### config.mk
export PLATFORM = sky130hd
export DESIGN_NAME = morse_key_timer
export DESIGN_NICKNAME = d
export VERILOG_FILES = /design/src/rtl/morse_key_timer.sv
export SDC_FILE = /design/constraint.sdc
export NUM_CORES = 1
export LEC_CHECK = 0
export CAP_MARGIN = 20
export CELL_PAD_IN_SITES_DETAIL_PLACEMENT = 0
export CELL_PAD_IN_SITES_GLOBAL_PLACEMENT = 1
export CORE_MARGIN = 4
export CORE_UTILIZATION = 31
export DETAILED_ROUTE_END_ITERATION = 7
export PLACE_DENSITY_LB_ADDON = 0.1
export SLEW_MARGIN = 20
export SYNTH_ARGS = -nofsm -noshare
export SYNTH_HDL_FRONTEND = slang
export SYNTH_SLANG_ARGS = --single-unit
### constraint.sdc
create_clock -name CLK -period 5.7 [get_ports CLK]
set_input_delay 1.14 -clock CLK [delete_from_list [all_inputs] [get_ports CLK]]
set_output_delay 1.14 -clock CLK [all_outputs]
set_load 0.005 [all_outputs]
### src/rtl/morse_key_timer.sv
// morse_key_timer
//
// Times presses and releases of a debounced Morse key and turns them into a
// stream of symbols: dot, dash, letter end and word end. Time is measured in
// units of DIV_COUNT clock cycles; the unit grid restarts at every key edge so
// mark and space lengths are measured from the edge itself.
//
// Ports
//   CLK        system clock, rising edge active
//   RST_N      asynchronous active-low reset
//   enable     1 = run timing, 0 = hold timing idle (output buffer still runs)
//   key        debounced key, 1 = pressed
//   sym_valid  output buffer holds an undelivered symbol
//   sym_ready  consumer accepts the buffered symbol
//   sym_code   00 dot, 01 dash, 10 letter end, 11 word end
//   tick       one-cycle pulse at each time-unit boundary
//   overflow   sticky: a symbol was dropped because the buffer was full
//   state      debug view of the FSM: 00 IDLE, 01 MARK, 10 SPACE
//
// Handshake: a symbol transfers in any cycle where sym_valid and sym_ready
// are both 1. While sym_valid=1 and sym_ready=0, sym_valid and sym_code hold
// steady. A new symbol produced in the accept cycle replaces the accepted
// one; a new symbol produced while the buffer is full and not being accepted
// is dropped and sets overflow.

module morse_key_timer #(
    parameter int unsigned DIV_COUNT  = 50,
    parameter int unsigned DOT_MAX    = 2,
    parameter int unsigned LETTER_GAP = 3,
    parameter int unsigned WORD_GAP   = 7
) (
    input  logic       CLK,
    input  logic       RST_N,
    input  logic       enable,
    input  logic       key,
    output logic       sym_valid,
    input  logic       sym_ready,
    output logic [1:0] sym_code,
    output logic       tick,
    output logic       overflow,
    output logic [1:0] state
);

    typedef enum logic [1:0] {
        ST_IDLE  = 2'b00,
        ST_MARK  = 2'b01,
        ST_SPACE = 2'b10
    } state_t;

    localparam logic [15:0] DIV_LAST  = 16'(DIV_COUNT - 1);
    localparam logic [7:0]  DOT_LIM   = 8'(DOT_MAX);
    localparam logic [7:0]  LETTER_U  = 8'(LETTER_GAP);
    localparam logic [7:0]  WORD_U    = 8'(WORD_GAP);
    localparam logic [7:0]  UNITS_MAX = 8'hFF;

    localparam logic [1:0] SYM_DOT    = 2'b00;
    localparam logic [1:0] SYM_DASH   = 2'b01;
    localparam logic [1:0] SYM_LETTER = 2'b10;
    localparam logic [1:0] SYM_WORD   = 2'b11;

    state_t      cur_state;
    state_t      next_state;
    logic [15:0] pre_count;
    logic [7:0]  units;
    logic [7:0]  units_now;
    logic        key_d;
    logic        rise;
    logic        fall;
    logic        key_edge;
    logic        emit;
    logic [1:0]  emit_code;

    assign rise     = key & ~key_d;
    assign fall     = ~key & key_d;
    assign key_edge = rise | fall;

    assign tick  = enable && (pre_count == DIV_LAST);
    assign state = cur_state;

    // Unit count including a boundary that lands in this very cycle. A mark
    // released on the cycle that completes its Nth unit counts as N units,
    // and a gap is recognised on the tick that brings it to its length.
    assign units_now = (tick && (units != UNITS_MAX)) ? units + 8'd1 : units;

    // Prescaler, unit counter, key history and state register.
    always_ff @(posedge CLK or negedge RST_N) begin
        if (!RST_N) begin
            key_d     <= 1'b0;
            pre_count <= 16'd0;
            units     <= 8'd0;
            cur_state <= ST_IDLE;
        end else begin
            key_d <= key;

            if (!enable || key_edge || tick) begin
                pre_count <= 16'd0;
            end else begin
                pre_count <= pre_count + 16'd1;
            end

            if (!enable || key_edge) begin
                units <= 8'd0;
            end else begin
                units <= units_now;
            end

            cur_state <= next_state;
        end
    end

    // Next-state and symbol generation.
    always_comb begin
        next_state = cur_state;
        emit       = 1'b0;
        emit_code  = SYM_DOT;

        if (!enable) begin
            next_state = ST_IDLE;
        end else begin
            case (cur_state)
                ST_IDLE: begin
                    if (rise) begin
                        next_state = ST_MARK;
                    end
                end
                ST_MARK: begin
                    if (fall) begin
                        emit       = 1'b1;
                        emit_code  = (units_now < DOT_LIM) ? SYM_DOT : SYM_DASH;
                        next_state = ST_SPACE;
                    end
                end
                ST_SPACE: begin
                    if (rise) begin
                        next_state = ST_MARK;
                    end else if (tick && (units != WORD_U) && (units_now == WORD_U)) begin
                        emit       = 1'b1;
                        emit_code  = SYM_WORD;
                        next_state = ST_IDLE;
                    end else if (tick && (units != LETTER_U) && (units_now == LETTER_U)) begin
                        // units only grows during a space, so this fires once.
                        emit      = 1'b1;
                        emit_code = SYM_LETTER;
                    end
                end
                default: begin
                    next_state = ST_IDLE;
                end
            endcase
        end
    end

    // One-entry output buffer with sticky overflow.
    always_ff @(posedge CLK or negedge RST_N) begin
        if (!RST_N) begin
            sym_valid <= 1'b0;
            sym_code  <= SYM_DOT;
            overflow  <= 1'b0;
        end else begin
            if (emit) begin
                if (!sym_valid || sym_ready) begin
                    sym_valid <= 1'b1;
                    sym_code  <= emit_code;
                end else begin
                    overflow <= 1'b1;
                end
            end else if (sym_valid && sym_ready) begin
                sym_valid <= 1'b0;
            end
        end
    end

endmodule

# Yosys cells after proc, flatten, opt, wreduce, memory -nomap -nowiden
# Cells that the tools add are included.
word_totals:
  output_inout_bits: 7
  elab_cells: 71
  regBits: 31
  in_bits: 5
op_classes:
  n_reduce_logical: 18
  n_bitwise: 6
  muxes: 25
  addsub: 2
  n_lt_le_gt_ge: 1
  n_eq_ne: 12
op_table:
  columns: ["op", "n"]
  rows:
  - ["2-bit two-way mux", 9]
  - ["16-bit by 1-bit adder with 16-bit output, second input constant", 1]
  - ["16-bit by 6-bit equality test with 1-bit output, second input constant", 1]
  - ["16-bit two-way mux", 1]
  - ["8-bit two-way mux", 2]
  - ["1-bit two-way mux", 10]
  - ["8-bit by 1-bit adder with 8-bit output, second input constant", 1]
  - ["8-bit by 2-bit equality test with 1-bit output, second input constant", 1]
  - ["8-bit by 3-bit equality test with 1-bit output, second input constant", 1]
  - ["8-bit by 2-bit less-than comparator with 1-bit output, second input constant", 1]
  - ["8-bit by 2-bit inequality test with 1-bit output, second input constant", 1]
  - ["8-bit by 3-bit inequality test with 1-bit output, second input constant", 1]
  - ["8-bit inequality test, second input constant", 1]
  - ["1-bit logical AND", 7]
  - ["3-bit inequality test, second input constant", 2]
  - ["2-bit case mux with 3 select lines", 1]
  - ["2-bit AND reduction", 3]
  - ["4-bit inequality test, second input constant", 1]
  - ["2-bit case mux with 2 select lines", 1]
  - ["1-bit logical OR", 3]
  - ["1-bit NOT", 3]
  - ["3-bit AND reduction", 1]
  - ["1-bit bitwise AND", 2]
  - ["2-bit by 1-bit equality test with 1-bit output, second input constant", 1]
  - ["7 further kinds", 8]

# Depth between registers and ports, before layout
depth:
  ltp_word: 13
  mapped_depth: 9
  mapped_depth_nobuf: 9

# Worst setup path after synthesis
# Ideal clock, no wire load.
synth_path:
  path_type: "in2out"
  start: "input port enable"
  end: "output port tick"
  cell_stages: 3
  setup_slack_ns: 3.001
  arrival_time_ns: 1.559
  path_buffers: 0
  path_cell_list: "and4bb_1 nand4_2 clkinv_2"
synth_via:
  elab_chain_cells: 1
synth_lines:
  columns: ["item", "line_no", "text"]
  rows:
  - ["start: declaration", "34", "input logic enable,"]
  - ["1-bit logical AND", "77", "assign tick = enable && (pre_count == DIV_LAST);"]
  - ["end: declaration", "39", "output logic tick,"]
# Every way passes these cells.

# Worst setup path in the final report
# Ends and elaborated chain as after synthesis.

==> flow_summary.yaml <==
worst_setup_path:
  crit_required_ns: 4.56
  slowest_delay_ns: 0.58
  path_max_fanout: 11
  start_kind: "primary input"
  reg2reg_slack_ns: 3.35
  critPathKind: "in2out"
  cp.arrival_ns: 2.97
  path_buf_inv: 3
  cp_cell_sequence: "clkdlybuf4s50_1, and4bb_1, nand4_2, clkinv_2, clkdlybuf4s50_1"
  crit_top_cell: "clkdlybuf4s50_1"
  critPathCaptureType: "output port"
  crit_family: "buffers and inverters"
  slowest_stage: "clkdlybuf4s50_1"
finish:
  diodes: 0
  final_util_pct: 36.6
  area.growth.synth_to_final_pct: 13.4
  nets: 237
  drive_gt1_share_pct: 7.62
  layout.cells.non_filler: 298
  fin_area_um2: 2180
pwr:
  power_density_nw_per_um2: 234
  p_leak_nw: 0.886
  irDropWorstVdd_mv: 0.0949
clocking:
  numCtsBuffers: 5
  cts_setup_buffers: 0
  clk_path_buf_depth: 2
  h-tree-depth: 2
  cts_sinks: 31
  insertion_delay_ns: 0.28
  hold_buffers: 0
  cts.clk_slew.worst_paths_ns: 0.06
  ctsRootBufferMaster: "clkbuf_8"
  ctsResizeCount: 0
  cts_tree: "built"
drt:
  vias: 1549
  drtPass1Iterations: 4
  ant_nets: 0
  detail_route.wl_per_cell_um: 14.8
  via_per_inst: 5.20
  wl_um: 4400
  drtIter0Drc: 57
  drc: 0
logic_synthesis:
  ys_types: 48
  synth_area_um2: 1920
  synth_area_leaders: "dfrtp_1, ha_1, nor2_1"
  syn_inst: 209
  synth_flop_cell: "dfrtp_1"
  synth_edf_count: 0
  ys_seq_area_share_pct: 40.4
  synthArstFlopShare_pct: 100
  synth_seq_cells: 31
  synth_fp_nets: 224
  yosysMostFrequentCell: "dfrtp_1"
  synth_common_cells: "dfrtp_1, nor2_1, nand2_1"
  synth_top_area_share_pct: 40.4
  yosysWarnings: 0
  synth_area_leader_cell: "dfrtp_1"
  syn_area_per_cell_um2: 9.19
placement:
  dpl_cell_area_um2: 2100
  port_buffers: 11
  globalplace.congestion: 0.837
  placed_cells: 290
  place_hpwl_um: 3310
floorplan:
  initial_core_util_pct: 32.2
  rows: 28
  chipHeight_um: 86.7
  io_pins: 12
  design.die.area_um2: 7520
  core_area_um2: 5960
  die_w_um: 86.7
sta:
  setup_tns_ns: 0
  fin_skew_ns: 0.00389
  relSlewSlack_pct: 56.9
  hold_viol_final: 0
  rsz0062_at_grt: "no"
  worst_pin_slew_ns: 0.644
  post-route-period-util_pct: 72.1
  fmax_ghz: 0.243
  setup_viol: 0
  slew_viol_final: 0
  min_period_ns: 4.11
min_path:
  hp-class: "reg2reg"
global_routing:
  grt_pass1_wl_um: 7690
  grt_pass1_vias: 1572
  grt_max_degree: 22
  grt_use_total_pct: 13.0
  antenna_found_initial: 0
  grt_overflow: 0
run:
  maxCapViolations: 0
status:
  status: "completed"
path summary, 6_finish.rpt:
path                       startpoint            to  cells after the start
min                          overflow      overflow                      1
min in group asynchronous       RST_N      units[4]                      1
max reg2reg                  units[0]      state[0]                      7
max in group asynchronous       RST_N  pre_count[3]                      2
max                            enable          tick                      5
min reg2reg                  overflow      overflow                      1
power by group:
part	switching, W	leakage, nW	internal, W
logic	0.0000561	0.416	0.0000475
registers	0.0000107	0.428	0.000230
clock network	0.0000792	0.0422	0.0000856
metal layers:
metal	track usage (%)	vias to the layer above	routed length, um
met4	3.82	0	55
met3	3.14	6	82
met5	0	-	0
met1	17.3	771	2100
met2	20.9	12	2170
li1	-	760	-
through the flow:
stage	hold slack (ns)	total power, W	setup slack [ns]
final	0.474	0.000509	1.59
after global routing	0.516	0.000548	1.45
after CTS	0.485	0.000524	1.56
after detailed placement	0.470	0.000349	1.56
after global placement	0.457	0.000347	1.60
after floorplan	0.468	0.000305	3.00
cell families after synthesis:
logic type	share of synthesized area (%)
simple gates	31.5
fa+ha+maj	6.51
flops	40.4
buf+inv	3.84
compound gates	10.9
xor+xnor	6.84
layout make-up:
class,instances,area (um2)
Fill cell,637,3780
Inverter,10,38.8
Sequential cell,31,776
Clock buffer,7,76.3
Clock inverter,1,5.00
Tap cell,75,93.8
Timing Repair Buffer,12,118
Multi-Input combinational cell,162,1070
cells in the final DEF (no fill, tap or decap), drive strengths merged, types with 3 or more instances in the layout:
| cell type | count |
|---|---|
| a21boi | 3 |
| a21oi | 10 |
| and3 | 5 |
| clkbuf | 7 |
| clkdlybuf4s50 | 11 |
| dfrtp | 31 |
| ha | 10 |
| inv | 9 |
| nand2 | 19 |
| nand3 | 8 |
| nand4 | 7 |
| nor2 | 29 |
| nor3 | 4 |
| nor4 | 5 |
| o21ai | 9 |
| or3 | 10 |
| xnor2 | 8 |
| xor2 | 7 |
worst reg2reg max path: stages, from the launching register on:
cell	delay, ns
dfrtp_1	0.43
ha_1	0.36
or3b_1	0.36
or4_1	0.43
nor4b_2	0.23
o211a_1	0.25
or3_1	0.14
a21boi_2	0.05
registers in the layout (all words and copies together) (netlist names):
signal	flops
overflow	1
units	8
sym_valid	1
state	2
key_d	1
pre_count	16
sym_code	2
No activity file was read; power rests on OpenSTA's default activity.
